[config.mk]
export PLATFORM = sky130hd
export DESIGN_NAME = word_serializer
export DESIGN_NICKNAME = d
export VERILOG_FILES = /design/src/rtl/word_serializer.sv
export SDC_FILE = /design/constraint.sdc
export NUM_CORES = 1
export LEC_CHECK = 0
export ABC_AREA = 1
export CAP_MARGIN = 20
export CELL_PAD_IN_SITES_DETAIL_PLACEMENT = 0
export CELL_PAD_IN_SITES_GLOBAL_PLACEMENT = 1
export CORE_UTILIZATION = 36
export CTS_CLUSTER_DIAMETER = 30
export CTS_CLUSTER_SIZE = 30
export DETAILED_ROUTE_END_ITERATION = 8
export PLACE_DENSITY = 0.86
export REMOVE_ABC_BUFFERS = 1
export SLEW_MARGIN = 0
export SYNTH_ARGS = -nofsm -noshare
export SYNTH_HDL_FRONTEND = slang
export SYNTH_SLANG_ARGS = --single-unit
export TNS_END_PERCENT = 20
[constraint.sdc]
create_clock -name t_clk -period 2.5 [get_ports t_clk]
set_input_delay 0.5 -clock t_clk [delete_from_list [all_inputs] [get_ports t_clk]]
set_output_delay 0.5 -clock t_clk [all_outputs]
set_load 0.005 [all_outputs]
[src/rtl/word_serializer.sv]
// LSB-first word serializer. Each accepted word is shifted out over WIDTH cycles.
// A new word can be accepted on the last bit's cycle, so words can run back-to-back with no gap.
module word_serializer #(
    parameter int WIDTH = 8
) (
    input  logic             t_clk,
    input  logic             r,
    input  logic [WIDTH-1:0] in_data,
    input  logic             in_valid,
    output logic             in_ready,
    output logic             ser_out,
    output logic             sow,
    output logic             last,
    output logic             busy
);

    localparam int CW = $clog2(WIDTH + 1);
    localparam logic [CW-1:0] LAST_CNT = CW'(WIDTH - 1);

    typedef enum logic {
        IDLE  = 1'b0,
        SHIFT = 1'b1
    } state_t;

    state_t           state_reg, state_next;
    logic [WIDTH-1:0] shift_reg, shift_next;
    logic [CW-1:0]    cnt_reg, cnt_next;
    logic             ser_out_reg, ser_out_next;
    logic             sow_reg, sow_next;
    logic             last_reg, last_next;
    logic             busy_reg, busy_next;
    logic             transfer;

    // last_reg is registered, so in_ready depends only on r and flops, never on in_valid.
    assign in_ready = !r && (state_reg == IDLE || last_reg);
    assign transfer = in_valid && in_ready;

    assign ser_out = ser_out_reg;
    assign sow     = sow_reg;
    assign last    = last_reg;
    assign busy    = busy_reg;

    always_ff @(posedge t_clk) begin
        if (r) begin
            state_reg   <= IDLE;
            shift_reg   <= '0;
            cnt_reg     <= '0;
            ser_out_reg <= 1'b0;
            sow_reg     <= 1'b0;
            last_reg    <= 1'b0;
            busy_reg    <= 1'b0;
        end else begin
            state_reg   <= state_next;
            shift_reg   <= shift_next;
            cnt_reg     <= cnt_next;
            ser_out_reg <= ser_out_next;
            sow_reg     <= sow_next;
            last_reg    <= last_next;
            busy_reg    <= busy_next;
        end
    end

    always_comb begin
        state_next = state_reg;
        shift_next = shift_reg;
        cnt_next   = cnt_reg;
        case (state_reg)
            IDLE: begin
                if (transfer) begin
                    state_next = SHIFT;
                    shift_next = in_data;
                    cnt_next   = '0;
                end
            end
            SHIFT: begin
                if (last_reg) begin
                    if (transfer) begin
                        shift_next = in_data;
                        cnt_next   = '0;
                    end else begin
                        state_next = IDLE;
                        shift_next = '0;
                        cnt_next   = '0;
                    end
                end else begin
                    shift_next = shift_reg >> 1;
                    cnt_next   = cnt_reg + 1'b1;
                end
            end
            default: begin
                state_next = IDLE;
                shift_next = '0;
                cnt_next   = '0;
            end
        endcase

        // Outputs are precomputed from next-state values so the registered copies line up with the bit on the wire.
        busy_next    = (state_next == SHIFT);
        ser_out_next = busy_next && shift_next[0];
        sow_next     = busy_next && (cnt_next == '0);
        last_next    = busy_next && (cnt_next == LAST_CNT);
    end

endmodule

## Word-level counts from Yosys, hierarchy flattened

Cells that the tools add are included.

- Bits in registers: 16
- Bits in latches: 0
- Memory bits (writable): 0
- Bits in read-only memories: 0
- Output and inout bits: 5
- Logic and storage cells: 29
- Memories: 0

- $add $sub $neg: 1
- Multipliers: 0
- Divide/modulo/power cells: 0
- Order comparisons: 0
- Eq/ne operators: 2
- Shift-type cells: 0
- Multiplexer cells: 10
- Bitwise operators: 1
- Reductions and logical operators: 8

Operators with widths:

| cell | number |
|---|---|
| 2-to-1 mux 8 bit | 3 |
| one-hot mux 8 bit (2 select lines) | 1 |
| 2-to-1 mux 4 bit | 2 |
| one-hot mux 4 bit (2 select lines) | 1 |
| logical AND 1 bit | 5 |
| adder 4 x 1 -> 4 bit, second input constant | 1 |
| == test 4 x 3 -> 1 bit, second input constant | 1 |
| logical NOT 4 bit | 1 |
| 2-to-1 mux 1 bit | 2 |
| != test 2 bit, second input constant | 1 |
| one-hot mux 1 bit (2 select lines) | 1 |
| logical NOT 1 bit | 1 |
| logical OR 1 bit | 1 |
| inverter 1 bit | 1 |

## Depth between registers and ports, before layout

Gate-level depths: netlist of run 1.

- Depth after elaboration: 8
- Gate-level depth with buffers: 8
- Gate-level depth less buffers: 8

## Least setup slack after synthesis of run 1

OpenSTA, ideal clock, no wires.

- Path kind: input to output
- From: in r
- To: out in_ready
- Arrival: 778 ps
- Required time: 2,000 ps
- Setup slack: 1,222 ps
- Stages on the path: 2
- Path buffers: 1
- Cells stage by stage: buf_6 nor2_1

- Word-level cells in the longest chain between the ends: 2

RTL lines:

| element | RTL line | text |
|---|---|---|
| start, declared | 7 | `input logic r,` |
| logical NOT 1 bit | 35 | `assign in_ready = !r && (state_reg == IDLE \|\| last_reg);` |
| logical AND 1 bit | 35 |  |
| end, declared | 10 | `output logic in_ready,` |

No other way between the ends.

## Worst setup path in the final report of run 1

Same ends and word-level chain as after synthesis.

==> key figures, run 1 <==
Synth
  • Largest family of logic cells by synthesized area: simple AND/OR/NAND/NOR gates
  • Synth Warn #: 0
  • Leading area contributor after synthesis: dfxtp_1
  • Synth Area in XOR/XNOR: 0
  • Top cell type's share of synthesized area: 0.404
  • Synth top area cells: dfxtp_1 (40%), nand2_1 (10%), nor2_1 (8.1%), inv_1 (7.6%), nand3_1 (6.1%)
  • Compound-Gate Fraction of Synth Area: 0.114
  • Synth Cell Area: 743 um2
  • Syn Inst Count: 106
  • Syn avg cell area: 7.01 um2
  • #FFs+latches synth: 15
  • Mux share of post-synthesis cell area: 0
  • Simple-Gate Fraction of Synth Area: 0.335
  • Synth Area in Adders: 0.0168
  • Post-synthesis sequential area ratio: 0.404
  • Cell variety after synth: 17

Finish
  • P&R area growth vs syn: 26.8%
  • Most frequent cells in the layout: nand2_1 (20), nor2_1 (16), inv_1 (15), dfxtp_1 (15), clkdlybuf4s50_1 (15)
  • Max reg flops: 7
  • Final cell count without fillers: 151
  • Layout cells sized above 1: 0.121
  • Ant. Diodes: 0
  • Design Area, Final: 942 um2
  • Most common cell after layout, fill and taps aside: nand2_1
  • Final Net Count: 137

Clock network
  • PostCTS Resize Cnt: 0
  • Worst skew pair latency: 0.27 ns
  • CTS tree: done
  • Sink Count: 15
  • Hold buffer count at cts: 0
  • Clock slew at reported path FFs: 0.09 ns
  • Maximum root-to-sink buffer count: 2
  • Clock Tree Root: clkbuf_4
  • Inserted Clock Buffers: 3
  • Htree depth: 1
  • Post-CTS Setup Inserts: 0

Timing
  • Rel. slew slack: 0.801
  • Endpoints failing hold: 0
  • Final Max Slew Viols: 0
  • Fin crit share: 0.873
  • Slew @ Worst Pin: 0.295 ns
  • Tmin final: 2.18 ns
  • Setup Skew: 0.00134 ns
  • Finish-stage setup viols: 0
  • Final hold slack: 0.467 ns
  • RSZ-0062 raised after global routing: false
  • Fmax: 458 MHz
  • Setup TNS: 0 ns

Pwr
  • Static Leak: 0.406 nW
  • Sw Share: 0.258
  • Share of power burned in registers: 0.540
  • PD cells: 504 nW/um2
  • Clock power share: 0.280
  • Worst VDD drop: 0.236 mV
  • Internal power: 352 uW
  • Combinational share of power: 0.179
  • Psw: 123 uW

Die
  • Boundary pin count: 16
  • Num rows: 16
  • DIE WIDTH: 47.4 um
  • Core Area: 1940 um2
  • Die area: 2250 um2
  • Starting Density: 0.383
  • Die Ht: 47.4 um

Global route
  • Total track usage: 0.145
  • GRT met2 Usage: 0.238
  • Most Used Layer, Global Route: met2
  • Total gr overflow: 0
  • Met3 Use GR: 0.0377
  • Largest net degree at the start of global routing: 15
  • First-pass GRT wire length: 2330 um
  • Vias in the first global route: 568
  • Met1 usage: 0.189
  • Initial antenna violation count: 0

Critical path
  • Crit path max fanout: 3
  • CP Class: in -> out
  • Crit path launch type: input pin
  • Element type at the critical path end: output pin
  • Critical path data required time: 2.00 ns
  • Critical path arrival: 1.68 ns

Drt
  • Post-route antenna net violation count: 0
  • DR vias: 680
  • Vias per cell: 4.50
  • Post-Route WL: 1500 um
  • Drt drc: 0
  • TritonRoute pass-1 iters: 4
  • DR WL/cell: 9.94 um
  • DRT iter0 DRCs: 12

Placed design
  • # port buffers: 15
  • GPL Wtd Cong: 0.766
  • Placed insts: 147
  • Dpl cell area: 916 um2
  • HPWL after detailed placement: 1140 um

Run
  • Max-cap violations: 0

Outcome
  • Status: completed

Min path
  • Min-Delay Path Class: reg -> reg
-- area by class of cell --
| type | instances | area (um2) |
|---|---|---|
| Clock buffer | 4 | 26.3 |
| Fill cell | 217 | 1000 |
| Inverter | 18 | 70.1 |
| Multi-Input combinational cell | 70 | 347 |
| Sequential cell | 15 | 300 |
| Tap cell | 27 | 33.8 |
| Timing Repair Buffer | 17 | 165 |
-- power groups by stage --
stage | logic, mW | clock network (mW) | registers [mW]
6_report | 0.0851 | 0.133 | 0.256
2_1_floorplan | 0.0444 | 0 | 0.261
3_5_place_dp | 0.0860 | 0 | 0.262
5_1_grt | 0.0963 | 0.151 | 0.258
3_3_place_gp | 0.0856 | 0 | 0.261
4_1_cts | 0.0864 | 0.140 | 0.256
-- metal layers --
| metal | wire, um | part of all wire |
|---|---|---|
| met4 | 10 | 0.0067 |
| met3 | 94 | 0.063 |
| met1 | 692 | 0.46 |
| met5 | 0 | 0 |
| met2 | 704 | 0.47 |
-- worst paths after layout --
kind,slack (ns),start,end,cells past startpoint
setup / recovery,0.32,r,in_ready,3
hold / removal,0.47,shift_reg[5],shift_reg[5],2
setup reg to reg,1.24,busy,sow,7
hold reg to reg,0.47,shift_reg[5],shift_reg[5],2
-- per-stage QoR --
step / setup slack (ns) / utilization / power, mW
6_report: 0.317 / 0.485 / 0.475
4_1_cts: 0.313 / 0.485 / 0.483
5_1_grt: 0.260 / 0.485 / 0.505
3_5_place_dp: 0.316 / 0.472 / 0.348
3_3_place_gp: 0.317 / 0.472 / 0.347
2_1_floorplan: 1.14 / - / 0.306
-- cells by family after synthesis --
logic type,after synthesis
compound gates,17
flops,15
buf+inv,21
fa+ha+maj,1
simple gates,52
-- critical path: stages --
cell             delay [ns]
clkdlybuf4s50_1        0.43
nor2_1                 0.20
clkdlybuf4s50_1        0.55
-- Yosys cell counts (all sizes together) --
| master | count |
|---|---|
| o21ai | 9 |
| a21oi | 8 |
| nand2 | 24 |
| nand3 | 11 |
| inv | 18 |
| dfxtp | 15 |
| nor2 | 17 |
| buf | 2 |
| ha | 1 |
| clkbuf | 1 |
(Power assumes the default switching activity.)
==> inputs of run 2 (changes only) <==
- ABC_AREA: 1 -> not set
- CORE_UTILIZATION: 36 -> 39
==> key figures, run 2 <==
Timing
  • Final hold slack: 0.466 ns (-0.000942 ns)
  • Finish-stage setup viols: 0 (unchanged)
  • Setup Skew: 0.00639 ns (+0.00506 ns)
  • Endpoints failing hold: 0 (unchanged)
  • RSZ-0062 raised after global routing: false
  • Slew @ Worst Pin: 0.431 ns (+0.136 ns)
  • Fmax: 465 MHz (+1.5%)
  • Tmin final: 2.15 ns (-0.0313 ns)
  • Setup TNS: 0 ns (unchanged)
  • Fin crit share: 0.861 (-0.0125)
  • Final Max Slew Viols: 0 (unchanged)
  • Rel. slew slack: 0.712 (-0.0892)

Clock network
  • Hold buffer count at cts: 0 (unchanged)
  • Inserted Clock Buffers: 3 (unchanged)
  • Sink Count: 15 (unchanged)
  • Htree depth: 1 (unchanged)
  • Clock Tree Root: clkbuf_4
  • Post-CTS Setup Inserts: 0 (unchanged)
  • PostCTS Resize Cnt: 0 (unchanged)
  • Clock slew at reported path FFs: 0.09 ns (about the same)
  • Maximum root-to-sink buffer count: 2 (unchanged)
  • Worst skew pair latency: 0.28 ns (about the same)
  • CTS tree: done

Placed design
  • HPWL after detailed placement: 962 um (-15%)
  • GPL Wtd Cong: 0.745 (-2.7%)
  • Placed insts: 111 (-24%)
  • # port buffers: 15 (unchanged)
  • Dpl cell area: 895 um2 (-2.3%)

Pwr
  • Worst VDD drop: 0.339 mV (+44%)
  • Static Leak: 0.341 nW (-16%)
  • PD cells: 519 nW/um2 (+2.9%)
  • Pwr Total: 478 uW (+0.75%)

Synth
  • Count of flip-flops with a built-in enable after synthesis: 0 (unchanged)
  • Ys async rst share: 0 (unchanged)
  • Synth top area cells: dfxtp_1 (41%), mux2_2 (11%), a32oi_1 (9.5%), a21oi_1 (4.8%), nor2_1 (4.1%)
  • Post-synth top flop: dfxtp_1
  • Leading cell type by number of instances after synthesis: dfxtp_1
  • #FFs+latches synth: 15 (unchanged)
  • Post-synthesis sequential area ratio: 0.409 (+0.00482)
  • Syn avg cell area: 9.93 um2 (+42%)
  • Synth Cell Area: 734 um2 (-1.2%)
  • Top cell type's share of synthesized area: 0.409 (+0.00482)
  • Leading area contributor after synthesis: dfxtp_1
  • Synth Warn #: 0 (unchanged)
  • Post-synth top cells: dfxtp_1 (15), a32oi_1 (8), nor2_1 (8)
  • Syn Inst Count: 74 (-30%)
  • Cell variety after synth: 23 (+6)

Run
  • Max-cap violations: 0 (unchanged)

Critical path
  • CP Class: reg -> out
  • Critical path data required time: 2.00 ns (about the same)
  • Element type at the critical path end: output pin
  • Critical path arrival: 1.65 ns (-0.03 ns)
  • Crit path launch type: flop
  • Crit path max fanout: 11 (+8)

Global route
  • Vias in the first global route: 481 (-15%)
  • Largest net degree at the start of global routing: 15 (unchanged)
  • Total track usage: 0.153 (+0.00771)
  • Total gr overflow: 0 (unchanged)
  • Initial antenna violation count: 0 (unchanged)
  • First-pass GRT wire length: 2190 um (-5.9%)

Die
  • Num rows: 15 (-1)
  • Die area: 2060 um2 (-8.4%)
  • Core Area: 1750 um2 (-10%)
  • Starting Density: 0.421 (+0.0381)
  • DIE WIDTH: 45.4 um (-4.3%)
  • Die Ht: 45.4 um (-4.3%)
  • Boundary pin count: 16 (unchanged)

Min path
  • Min-Delay Path Class: reg -> reg

Finish
  • Design Area, Final: 922 um2 (-2.1%)
  • Ant. Diodes: 0 (unchanged)
  • Most frequent cells in the layout: dfxtp_1 (15), clkdlybuf4s50_1 (15), nor2_1 (8), a32oi_1 (8)
  • Area occupied by multi-input gates: 390 um2 (+13%)
  • Layout cells sized above 1: 0.233 (+0.112)
  • Filler Cells Inserted: 164 (-24%)
  • Final cell count without fillers: 115 (-24%)
  • Max reg flops: 7 (unchanged)
  • P&R area growth vs syn: 25.6%
  • Final Net Count: 103 (-25%)
  • Register area: 300 um2 (unchanged)

Outcome
  • Status: completed

Drt
  • Post-Route WL: 1380 um (-7.9%)
  • Vias per cell: 5.30 (+18%)
  • DRT iter0 DRCs: 7 (-5)
  • TritonRoute pass-1 iters: 4 (unchanged)
  • DR vias: 610 (-10%)
  • DR WL/cell: 12.0 um (+21%)
  • Drt drc: 0 (unchanged)
  • Post-route antenna net violation count: 0 (unchanged)
## run 2: kinds of logic (layout without fill, tap and decap cells)
group	Yosys count	after routing	share of synthesized area
compound gates	20	20	0.220
xor+xnor	2	2	0.0239
fa+ha+maj	1	1	0.0170
buf+inv	7	23	0.0596
flops	15	15	0.409
mux	7	7	0.107
simple gates	22	22	0.164
## run 2: path summary, 6_finish.rpt
check	slack, ns	cells after the start	start	end
setup / recovery	0.35	4	busy	in_ready
hold / removal	0.47	2	shift_reg[1]	ser_out
setup reg to reg	1.06	4	last	sow
hold reg to reg	0.47	2	shift_reg[1]	ser_out
## run 2: per-stage QoR
stage	setup slack, ns	util
finish	0.349	0.528
detailed placement	0.464	0.513
CTS	0.309	0.528
global placement	0.467	0.513
global route	0.220	0.528
floorplan	1.18	-
## run 2: worst max-delay path: stages, from the launching register on
cell and delay [ns]:
dfxtp_1 0.43, inv_2 0.15, nor2_4 0.27, nor2_1 0.07
clkdlybuf4s50_1 0.45
## run 2: report_power, final
part	total, mW	internal (mW)	switching (mW)
Sequential	0.258	0.251	0.00725
Clock	0.135	0.0594	0.0760
Combinational	0.0847	0.0465	0.0382
Total	0.478	0.357	0.121
## run 2: area by class of cell
cell class,instances,area share
clock buffers,3,0.0244
clock inverters,1,0.00543
well taps,25,0.0339
inverters,2,0.00814
repair buffers,17,0.179
multi-input cells,52,0.423
flip-flops and latches,15,0.326
## run 2: per-layer routing
metal | track usage | wire, um
met5 | 0 | 0
met4 | 0.0727 | 12
met3 | 0.0476 | 52
met2 | 0.220 | 648
met1 | 0.205 | 669
==> inputs of run 3 (changes only) <==
- CORE_MARGIN: not set -> 10
==> key figures, run 3 (same netlist as run 2, synthesis figures left out) <==
Drt
  • TritonRoute pass-1 iters: 2 (-2)
  • Vias per cell: 5.40 (+1.7%)
  • DR vias: 626 (+2.6%)
  • Met2 WL: 739 um (+14%)
  • DRT iter0 DRCs: 5 (-2)
  • DR WL/cell: 13.4 um (+11%)
  • Post-route antenna net violation count: 0 (unchanged)
  • Metal-1 WL: 679 um (+1.5%)
  • DR WL met3: 109 um (+110%)
  • Drt drc: 0 (unchanged)
  • Post-Route WL: 1550 um (+12%)
  • Top Metal Used: met4

Clock network
  • Inserted Clock Buffers: 3 (unchanged)
  • Htree depth: 1 (unchanged)
  • CTS tree: done
  • Hold buffer count at cts: 0 (unchanged)
  • PostCTS Resize Cnt: 0 (unchanged)
  • Maximum root-to-sink buffer count: 2 (unchanged)
  • Post-CTS Setup Inserts: 0 (unchanged)
  • Clock slew at reported path FFs: 0.08 ns (about the same)
  • Clock Tree Root: clkbuf_4
  • Worst skew pair latency: 0.28 ns (about the same)
  • Sink Count: 15 (unchanged)

Die
  • Die area: 4020 um2 (+95%)
  • Starting Density: 0.416 (-0.00448)
  • Boundary pin count: 16 (unchanged)
  • Num rows: 15 (unchanged)
  • Die Ht: 63.4 um (+40%)
  • DIE WIDTH: 63.4 um (+40%)
  • Core Area: 1760 um2 (+1.1%)

Outcome
  • Status: completed

Timing
  • Finish-stage setup viols: 0 (unchanged)
  • Slew @ Worst Pin: 0.318 ns (-0.113 ns)
  • RSZ-0062 raised after global routing: false
  • Endpoints failing hold: 0 (unchanged)
  • Rel. slew slack: 0.787 (+0.0754)
  • Fin crit share: 0.862 (+0.00158)
  • Tmin final: 2.16 ns (+0.00396 ns)
  • Setup TNS: 0 ns (unchanged)
  • Final Max Slew Viols: 0 (unchanged)
  • Setup Skew: 0.00270 ns (-0.00369 ns)
  • Fmax: 464 MHz (-0.18%)

Finish
  • P&R area growth vs syn: 26.4%
  • Filler Cells Inserted: 190 (+16%)
  • Design Area, Final: 928 um2 (+0.68%)
  • Most frequent cells in the layout: dfxtp_1 (15), clkdlybuf4s50_1 (15), nor2_1 (8), a32oi_1 (8)
  • Max reg flops: 7 (unchanged)
  • Layout cells sized above 1: 0.231 (-0.00256)
  • Ant. Diodes: 0 (unchanged)
  • Final Net Count: 104 (+0.97%)

Critical path
  • Crit path max fanout: 11 (unchanged)
  • Crit path launch type: flop
  • CP Class: reg -> out
  • Critical path arrival: 1.66 ns (about the same)
  • Critical path data required time: 2.00 ns (about the same)
  • Element type at the critical path end: output pin

Min path
  • Min-Delay Path Class: reg -> reg

Pwr
  • Worst VDD drop: 0.264 mV (-22%)
  • PD cells: 521 nW/um2 (+0.39%)
  • Static Leak: 0.344 nW (+0.80%)

Global route
  • Largest net degree at the start of global routing: 15 (unchanged)
  • Total gr overflow: 0 (unchanged)
  • Total track usage: 0.0788 (-0.0738)
  • First-pass GRT wire length: 2540 um (+16%)
  • Vias in the first global route: 598 (+24%)
  • Initial antenna violation count: 0 (unchanged)

Placed design
  • GPL Wtd Cong: 0.705 (-5.4%)
  • HPWL after detailed placement: 1110 um (+16%)
  • Dpl cell area: 902 um2 (+0.84%)
  • # port buffers: 15 (unchanged)

Run
  • Max-cap violations: 0 (unchanged)
run 3: cell count changes in the layout (fill, tap and decap cells not counted):
cell	change
buf_4	+1
clkbuf_1	+1
clkinv_2	-1
run 3: per-layer routing:
metal | vias up | GRT usage
li1 | 304 | -
met1 | 303 | 0.0816
met2 | 15 | 0.123
met3 | 4 | 0.0495
met4 | 0 | 0.0355
met5 | - | 0
run 3: layout make-up:
| class | count | area [um2] | share of cell area |
|---|---|---|---|
| multi-input cells | 52 | 390 | 0.420 |
| flip-flops and latches | 15 | 300 | 0.323 |
| inverters | 2 | 7.51 | 0.00809 |
| repair buffers | 18 | 173 | 0.186 |
| well taps | 25 | 31.3 | 0.0337 |
| clock buffers | 4 | 26.3 | 0.0283 |
run 3: stage by stage:
step,setup slack [ns],cells,power [mW],hold slack (ns),utilization
2_1_floorplan,1.18,69,0.305,0.423,-
3_3_place_gp,0.464,112,0.348,0.439,0.511
3_5_place_dp,0.465,112,0.349,0.442,0.511
4_1_cts,0.322,116,0.490,0.456,0.526
5_1_grt,0.215,116,0.509,0.503,0.526
6_report,0.345,116,0.483,0.455,0.526
run 3: worst max-delay path: stages (launching register included):
cell	delay, ns
dfxtp_1	0.42
inv_2	0.15
nor2_4	0.27
nor2_1	0.07
clkdlybuf4s50_1	0.45
run 3: final timing paths:
path | start | endpoint | slack [ns] | depth (start not counted)
setup / recovery | busy | in_ready | 0.34 | 4
hold / removal | shift_reg[1] | ser_out | 0.45 | 2
setup reg to reg | busy | sow | 1.18 | 4
hold reg to reg | shift_reg[1] | ser_out | 0.45 | 2
run 3: power breakdown:
| group | switching [mW] | leakage, nW | internal (mW) |
|---|---|---|---|
| sequential | 0.00742 | 0.123 | 0.251 |
| combinational | 0.0392 | 0.206 | 0.0466 |
| clock | 0.0773 | 0.0150 | 0.0620 |
